--- src/rtl/aud_recorder.sv ---
// I2S-style ADC capture: deserialises one channel per LRC rise and emits
// one SRAM write strobe per completed sample, with pause/resume/stop control.
module aud_recorder #(
  parameter int unsigned DATA_W = 16,
  parameter int unsigned ADDR_W = 20
) (
  input  logic              i_clk,
  input  logic              i_rst_n,
  input  logic              i_lrc,
  input  logic              i_data,
  input  logic              i_start,
  input  logic              i_pause,
  input  logic              i_stop,
  output logic [DATA_W-1:0] o_data,
  output logic [ADDR_W-1:0] o_address,
  output logic              o_valid,
  output logic              o_full,
  output logic              o_recording
);

  localparam int unsigned       CNT_W    = $clog2(DATA_W + 1);
  localparam logic [CNT_W-1:0]  CNT_INIT = CNT_W'(DATA_W);
  localparam logic [ADDR_W-1:0] LAST     = '1;

  typedef enum logic [2:0] {IDLE, WAIT, RECV, STORE, PAUSE} state_t;

  state_t            state;
  logic              lrc_q;
  logic [CNT_W-1:0]  bit_cnt;
  logic [DATA_W-1:0] shreg;
  logic [ADDR_W-1:0] addr;
  logic              lrc_rise;

  assign lrc_rise = i_lrc && !lrc_q;

  always_ff @(posedge i_clk or negedge i_rst_n) begin
    if (!i_rst_n) begin
      state       <= IDLE;
      lrc_q       <= 1'b0;
      bit_cnt     <= CNT_INIT;
      shreg       <= '0;
      addr        <= '0;
      o_data      <= '0;
      o_address   <= '0;
      o_valid     <= 1'b0;
      o_full      <= 1'b0;
      o_recording <= 1'b0;
    end else begin
      lrc_q   <= i_lrc;
      o_valid <= 1'b0;
      // Stop outranks everything, including a word sitting in STORE.
      if (i_stop) begin
        state       <= IDLE;
        o_recording <= 1'b0;
      end else begin
        unique case (state)
          IDLE: begin
            if (i_start && !i_pause) begin
              state       <= WAIT;
              addr        <= '0;
              o_full      <= 1'b0;
              o_recording <= 1'b1;
            end
          end
          WAIT: begin
            if (i_pause) begin
              state       <= PAUSE;
              o_recording <= 1'b0;
            end else if (lrc_rise) begin
              state   <= RECV;
              bit_cnt <= CNT_INIT;
            end
          end
          RECV: begin
            shreg   <= {shreg[DATA_W-2:0], i_data};
            bit_cnt <= bit_cnt - 1'b1;
            // Leaving on the last bit makes STORE land at E+DATA_W+1.
            if (bit_cnt == CNT_W'(1)) begin
              state       <= STORE;
              o_recording <= 1'b0;
            end
          end
          STORE: begin
            o_data    <= shreg;
            o_address <= addr;
            o_valid   <= 1'b1;
            if (addr == LAST) begin
              o_full <= 1'b1;
              state  <= IDLE;
            end else begin
              addr <= addr + 1'b1;
              if (i_pause) begin
                state <= PAUSE;
              end else begin
                state       <= WAIT;
                o_recording <= 1'b1;
              end
            end
          end
          PAUSE: begin
            if (i_start && !i_pause) begin
              state       <= WAIT;
              o_recording <= 1'b1;
            end
          end
          default: state <= IDLE;
        endcase
      end
    end
  end

endmodule

--- config.mk ---
export PLATFORM = sky130hd
export DESIGN_NAME = aud_recorder
export DESIGN_NICKNAME = d
export VERILOG_FILES = /design/src/rtl/aud_recorder.sv
export SDC_FILE = /design/constraint.sdc
export NUM_CORES = 1
export LEC_CHECK = 0
export CAP_MARGIN = 40
export CORE_ASPECT_RATIO = 1.2
export CORE_MARGIN = 3
export CORE_UTILIZATION = 50
export DETAILED_ROUTE_END_ITERATION = 16
export PLACE_DENSITY = 0.72
export SETUP_SLACK_MARGIN = 0.4
export SYNTH_ARGS = -nofsm -noshare
export SYNTH_HDL_FRONTEND = slang
export SYNTH_SLANG_ARGS = --single-unit
--- constraint.sdc ---
create_clock -name i_clk -period 2.56 [get_ports i_clk]
set_input_delay 0.512 -clock i_clk [delete_from_list [all_inputs] [get_ports i_clk]]
set_output_delay 0.512 -clock i_clk [all_outputs]
set_load 0.05 [all_outputs]
==> impl_metrics.yaml, run 1 <==
synthesis:
  synth_cell_types: 45
  syn_area_per_cell_sq_um: 12.18
  synth_edf_count: 0
  synthesis.area_sq_um: 3666
  yosysSeqAreaShare: 0.5737
  ys_async_sr_fraction: 1.000
  synth_ff_type: "dfrtp_1"
  mappedNetlistNets: 311
  synth_cells: 301
  synth_seq_cells: 84
  ys_warn_count: 0
die:
  fp.dieH_um: 99.80
  core_sq_um: 6978
  start_util: 0.5254
  num_rows: 33
  io-pin-count: 46
  die_x_um: 84.17
  dieArea_sq_um: 8400
clock_network:
  clock-sinks: 84
  htreeDepth: 3
  clk_pin_slew_ns: 0.08
  clk_latency_ns: 0.35
  ctsHoldBuffers: 0
  cts_buffers: 9
  clock_path_buffers: 2
  cts_tree: "built"
  cts-root-buf: "clkbuf_8"
place:
  place_area_sq_um: 4297
  post-dp-hpwl_um: 4849
  numPortBuffers: 45
  dp.cells: 435
  routabilityCongestion: 0.8429
power_and_ir_drop:
  p_total_mw: 2.696
  p_leak_nw: 2.111
  p_per_area_nw_per_um2: 587.6
  ir_drop_uv: 433.2
global_routing:
  track_usage: 0.1756
  grt-ovfl-total: 0
  grt_max_degree: 51
  grt_pass1_vias: 2605
  grt_pass1_wl_um: 12020
  antenna_found_initial: 0
sta:
  clock.fmax_mhz: 452.9
  period_needed_ns: 2.208
  rsz0062_at_grt: "yes"
  hold_violations: 0
  timing.setup.tns_ns: 0
  period_share: 0.8625
  maxSlewViolCount: 0
  whs_ns: 0.1792
  timing.slew.headroom: 0.5426
  finalSetupViolations: 0
  finClkSkew_ns: 0.006606
  worstMarginPinSlew_ns: 0.6789
final_layout:
  fin_area_sq_um: 4588
  register_area_sq_um: 2103
  fin_nets: 376
  syn2layout_area_growth_pct: 25.15
  fill_cells: 521
  fin_cells: 458
  multi_input_comb_area_sq_um: 1488
  diodes: 0
  drive_gt1_frac: 0.2803
setup_path:
  worst-path-max-fanout: 8
  r2r_cells: 7
  critPathRequiredTime_ns: 2.84
  start_kind: "flop"
  critPathCaptureType: "flop"
  path_class: "flop to flop"
  worstPathArrival_ns: 2.49
routing:
  drtIter0Drc: 146
  drc: 0
  drt-wirelength-per-cell_um: 15.08
  num_vias: 2596
  via_per_inst: 5.668
  ant_nets: 0
  wl_um: 6908
  drtPass1Iterations: 7
job:
  max-cap-violations: 0
outcome:
  status: "finished clean"
hold_path:
  hold_class: "input pin to async pin"
layout make-up:
class | instances | share of cell area
well taps | 87 | 0.02373
clock buffers | 9 | 0.02700
clock inverters | 7 | 0.01636
repair buffers | 69 | 0.1437
flip-flops and latches | 84 | 0.4584
multi-input cells | 194 | 0.3242
inverters | 8 | 0.006545
Yosys cell counts, types with 2 or more instances:
library cell / number / area (sq um)
o2111ai_1: 2 / 17.52
buf_6: 3 / 33.78
buf_2: 2 / 10.01
nand4_1: 3 / 18.77
mux2_2: 51 / 574.3
nor3_1: 4 / 20.02
nand2b_1: 2 / 12.51
and2_1: 2 / 12.51
nand2_1: 15 / 56.30
and4_1: 4 / 35.03
buf_1: 2 / 7.510
a21oi_1: 16 / 80.08
nor2b_1: 4 / 25.02
ha_1: 3 / 37.54
inv_1: 8 / 30.03
or3_1: 8 / 50.05
nor2_1: 13 / 48.80
or4_1: 5 / 37.54
o31ai_1: 9 / 67.56
and3_1: 4 / 25.02
nand3_1: 5 / 25.02
dfrtp_1: 83 / 2077
a21o_1: 2 / 15.01
o21ai_0: 23 / 115.1
clkbuf_1: 8 / 30.03
state kept, by name, indices dropped and copies added, names as in the netlist:
name / count
addr: 20
bit_cnt: 5
lrc_q: 1
o_address: 20
o_data: 16
o_full: 1
o_recording: 1
o_valid: 1
shreg: 16
state: 3
through the flow:
step | worst slack (ns) | util
finish | 0.3520 | 0.6575
global route | 0.2894 | 0.6575
CTS | 0.3567 | 0.6534
detailed placement | -0.2397 | 0.6157
global placement | -0.1289 | 0.6157
floorplan | 0.3636 | -
path summary, 6_finish.rpt:
path                               startpoint            end  slack (ns)
max in group asynchronous             i_rst_n      o_data[3]        1.79
worst min register to register  o_address[11]  o_address[11]        0.49
worst min-delay path                  i_rst_n  o_address[15]        0.18
worst max register to register       state[0]       addr[17]        0.35
min in group i_clk              o_address[11]  o_address[11]        0.49
worst max-delay path                 state[0]       addr[17]        0.35
layout by cell type (no fill, tap or decap), drive strengths merged, types with 8 or more instances in the layout:
cell and n:
clkbuf 9, buf 25, or3 8, dfrtp 83, clkdlybuf4s50 42, mux2 51, inv 10, o21ai 24
nor2 13, nand2 15, o31ai 9, a21oi 16
cell families (layout without fill, tap and decap cells):
kind of cell	Yosys count	after routing	synth area share
simple gates	76	76	0.1164
xor+xnor	2	2	0.004779
buf+inv	23	93	0.03038
fa+ha+maj	3	3	0.01024
compound gates	62	62	0.1079
flops	84	84	0.5737
mux	51	51	0.1567
routing by layer:
layer  global-route usage  vias to the layer above  wire, um
met1               0.2263                     1284      2991
met5                    0                        -         0
met2               0.2868                       69      3465
met3              0.04516                       16       340
met4              0.06683                        0       111
li1                     -                     1227         -
power by group:
| part | leakage [nW] | internal [mW] | switching, mW |
|---|---|---|---|
| Combinational | 0.862 | 0.133 | 0.183 |
| Sequential | 1.16 | 1.39 | 0.0507 |
| Clock | 0.0923 | 0.455 | 0.480 |
worst max-delay path, cell delays in order, from the launching register on:
cell and delay, ns:
dfrtp_1 0.38, or4b_4 0.56, a211oi_4 0.31, buf_4 0.17, o2111ai_2 0.10, buf_6 0.16, or3_1 0.31, a21oi_1 0.14
repair_timing:
action / 4_1_cts / 5_1_grt
buffers inserted: 6 / 1
pin swaps: 12 / 5
endpoints found under the setup margin: 17 / 19
gates resized for setup: 7 / 8
Note: power is estimated with default switching activity, not from simulation.
==> run 2, diff against run 1 <==
--- a/config.mk
+++ b/config.mk
@@ -10,7 +10,9 @@
 export CORE_MARGIN = 3
 export CORE_UTILIZATION = 50
 export DETAILED_ROUTE_END_ITERATION = 16
-export PLACE_DENSITY = 0.72
+export GPL_ROUTABILITY_DRIVEN = 0
+export HOLD_SLACK_MARGIN = 0.1
+export PLACE_DENSITY = 0.75
 export SETUP_SLACK_MARGIN = 0.4
 export SYNTH_ARGS = -nofsm -noshare
 export SYNTH_HDL_FRONTEND = slang
==> constraint.sdc (replaced) <==
create_clock -name i_clk -period 2 [get_ports i_clk]
set_input_delay 0.4 -clock i_clk [delete_from_list [all_inputs] [get_ports i_clk]]
set_output_delay 0.4 -clock i_clk [all_outputs]
set_load 0.05 [all_outputs]
==> impl_metrics.yaml, run 2 (synthesis results as in run 1) <==
routing:
  drt-wirelength-per-cell_um: 19.03
  wl_um: 9419
  drtIter0Drc: 154
  ant_nets: 0
  drc: 0
  via_per_inst: 5.840
  drtPass1Iterations: 5
  num_vias: 2891
sta:
  worstMarginPinSlew_ns: 0.5102
  clock.fmax_mhz: 448.0
  finalSetupViolations: 17
  maxSlewViolCount: 0
  period_needed_ns: 2.232
  fin_ws_ns: -0.2324
  period_share: 1.116
  timing.slew.headroom: 0.6576
  rsz0062_at_grt: "yes"
  finClkSkew_ns: 0.01294
  timing.setup.tns_ns: -2.471
  hold_violations: 0
setup_path:
  crit_chain: "or4b_4 > a211oi_4 > buf_6 > o2111ai_4 > or3_1 > a21oi_1"
  path_class: "flop to flop"
  rrSetupSlack_ns: -0.23
  worst-path-max-fanout: 5
  worstPathArrival_ns: 2.52
  slowest_delay_ns: 0.56
  critPathRequiredTime_ns: 2.29
  start_kind: "flop"
  critPathCaptureType: "flop"
  cpMaxStageDelayCell: "or4b_4"
clock_network:
  htreeDepth: 3
  clk_latency_ns: 0.37
  cts_tree: "built"
  clk_pin_slew_ns: 0.09
  clock_path_buffers: 2
  cts-root-buf: "clkbuf_8"
  cts_buffers: 9
  clock-sinks: 84
place:
  post-dp-hpwl_um: 5143
  dp_slack_ns: -0.7283
  dp.cells: 443
  numPortBuffers: 45
global_routing:
  top_usage_layer: "met2"
  grt-ovfl-total: 0
  grt_pass1_wl_um: 15460
  antenna_found_initial: 0
  track_usage: 0.2343
  use_met2: 0.3888
  grt_pass1_vias: 3169
  use_met3: 0.04598
  grt_max_degree: 38
  grt_use_met1: 0.2841
power_and_ir_drop:
  combPwrFrac: 0.133
  p_int_mw: 2.722
  pwr-share-clk: 0.368
  p_switching_mw: 1.004
  ir_drop_uv: 445.2
  sw_frac_of_total: 0.2696
  p_total_mw: 3.726
  power_frac_seq: 0.499
  p_leak_nw: 2.443
  p_per_area_nw_per_um2: 699.5
final_layout:
  fin_nets: 413
  multi_input_comb_area_sq_um: 1753
  post-route-util: 0.7633
  fin_cells: 495
  drive_gt1_frac: 0.4975
  register_area_sq_um: 2103
  final_common_cell: "dfrtp_1"
  reg_top3: "addr: 20 flops, o_address: 20 flops"
  mostFrequentLayoutCells: "dfrtp_1 (83), buf_4 (43), clkdlybuf4s15_2 (39), mux2_4 (32), mux2_2 (19)"
  diodes: 0
  fill_cells: 448
  syn2layout_area_growth_pct: 45.29
outcome:
  violations: "negative setup slack"
  status: "finished with violations"
die:
  io-pin-count: 46
  num_rows: 33
  die_x_um: 84.17
  fp.dieH_um: 99.80
  dieArea_sq_um: 8400
  start_util: 0.5254
  core_sq_um: 6978
job:
  max-cap-violations: 0
hold_path:
  hold_class: "input pin to flop"
run 2: what timing repair did:
item	4_1_cts	5_1_grt
cloned	4	0
hold buffers	1	0
resized for setup	158	22
pin swaps	9	10
setup buffers	25	6
endpoints found under the hold margin	34	0
endpoints found under the setup margin	120	82
run 2: path summary, 6_finish.rpt:
check                         startpoint       endpoint  cells after the start
min reg2reg                o_address[11]  o_address[11]                      2
max in group asynchronous        i_rst_n        addr[8]                      3
max reg2reg                     state[0]       addr[13]                      6
min                                i_lrc          lrc_q                      1
min in group asynchronous        i_rst_n      o_data[7]                      2
max                             state[0]       addr[13]                      6
run 2: power groups by stage:
stage	Combinational (mW)	Clock, mW	Sequential (mW)
after floorplan	0.224	0	1.93
after global placement	0.407	0	1.88
after detailed placement	0.416	0	1.88
after CTS	0.453	1.38	1.86
after global routing	0.543	1.45	1.87
final	0.496	1.37	1.86
run 2: stage by stage:
stage | hold slack (ns) | cell area [sq um]
5_1_grt | 0.4998 | 5326
2_1_floorplan | 0.1044 | 3861
4_1_cts | 0.4819 | 5221
3_3_place_gp | 0.3896 | 4497
3_5_place_dp | 0.3948 | 4497
6_report | 0.4882 | 5326
run 2: final cells by class:
cell class	count	share of cell area
Sequential cell	84	0.3949
Multi-Input combinational cell	195	0.3291
Timing Repair Buffer	105	0.2079
Clock buffer	10	0.02396
Tap cell	87	0.02044
Clock inverter	6	0.01762
Inverter	8	0.006108
run 2: layer usage:
metal	vias up	wire, um
li1	1303	-
met1	1458	3846
met2	99	4853
met3	31	379
met4	0	339
met5	-	0
run 2: worst max-delay path, delay by kind of cell, from the launching register on:
| kind | cells | cell delay, ns |
|---|---|---|
| compound gates | 3 | 0.68 |
| buf+inv | 1 | 0.16 |
| flops | 1 | 0.40 |
| simple gates | 2 | 0.92 |
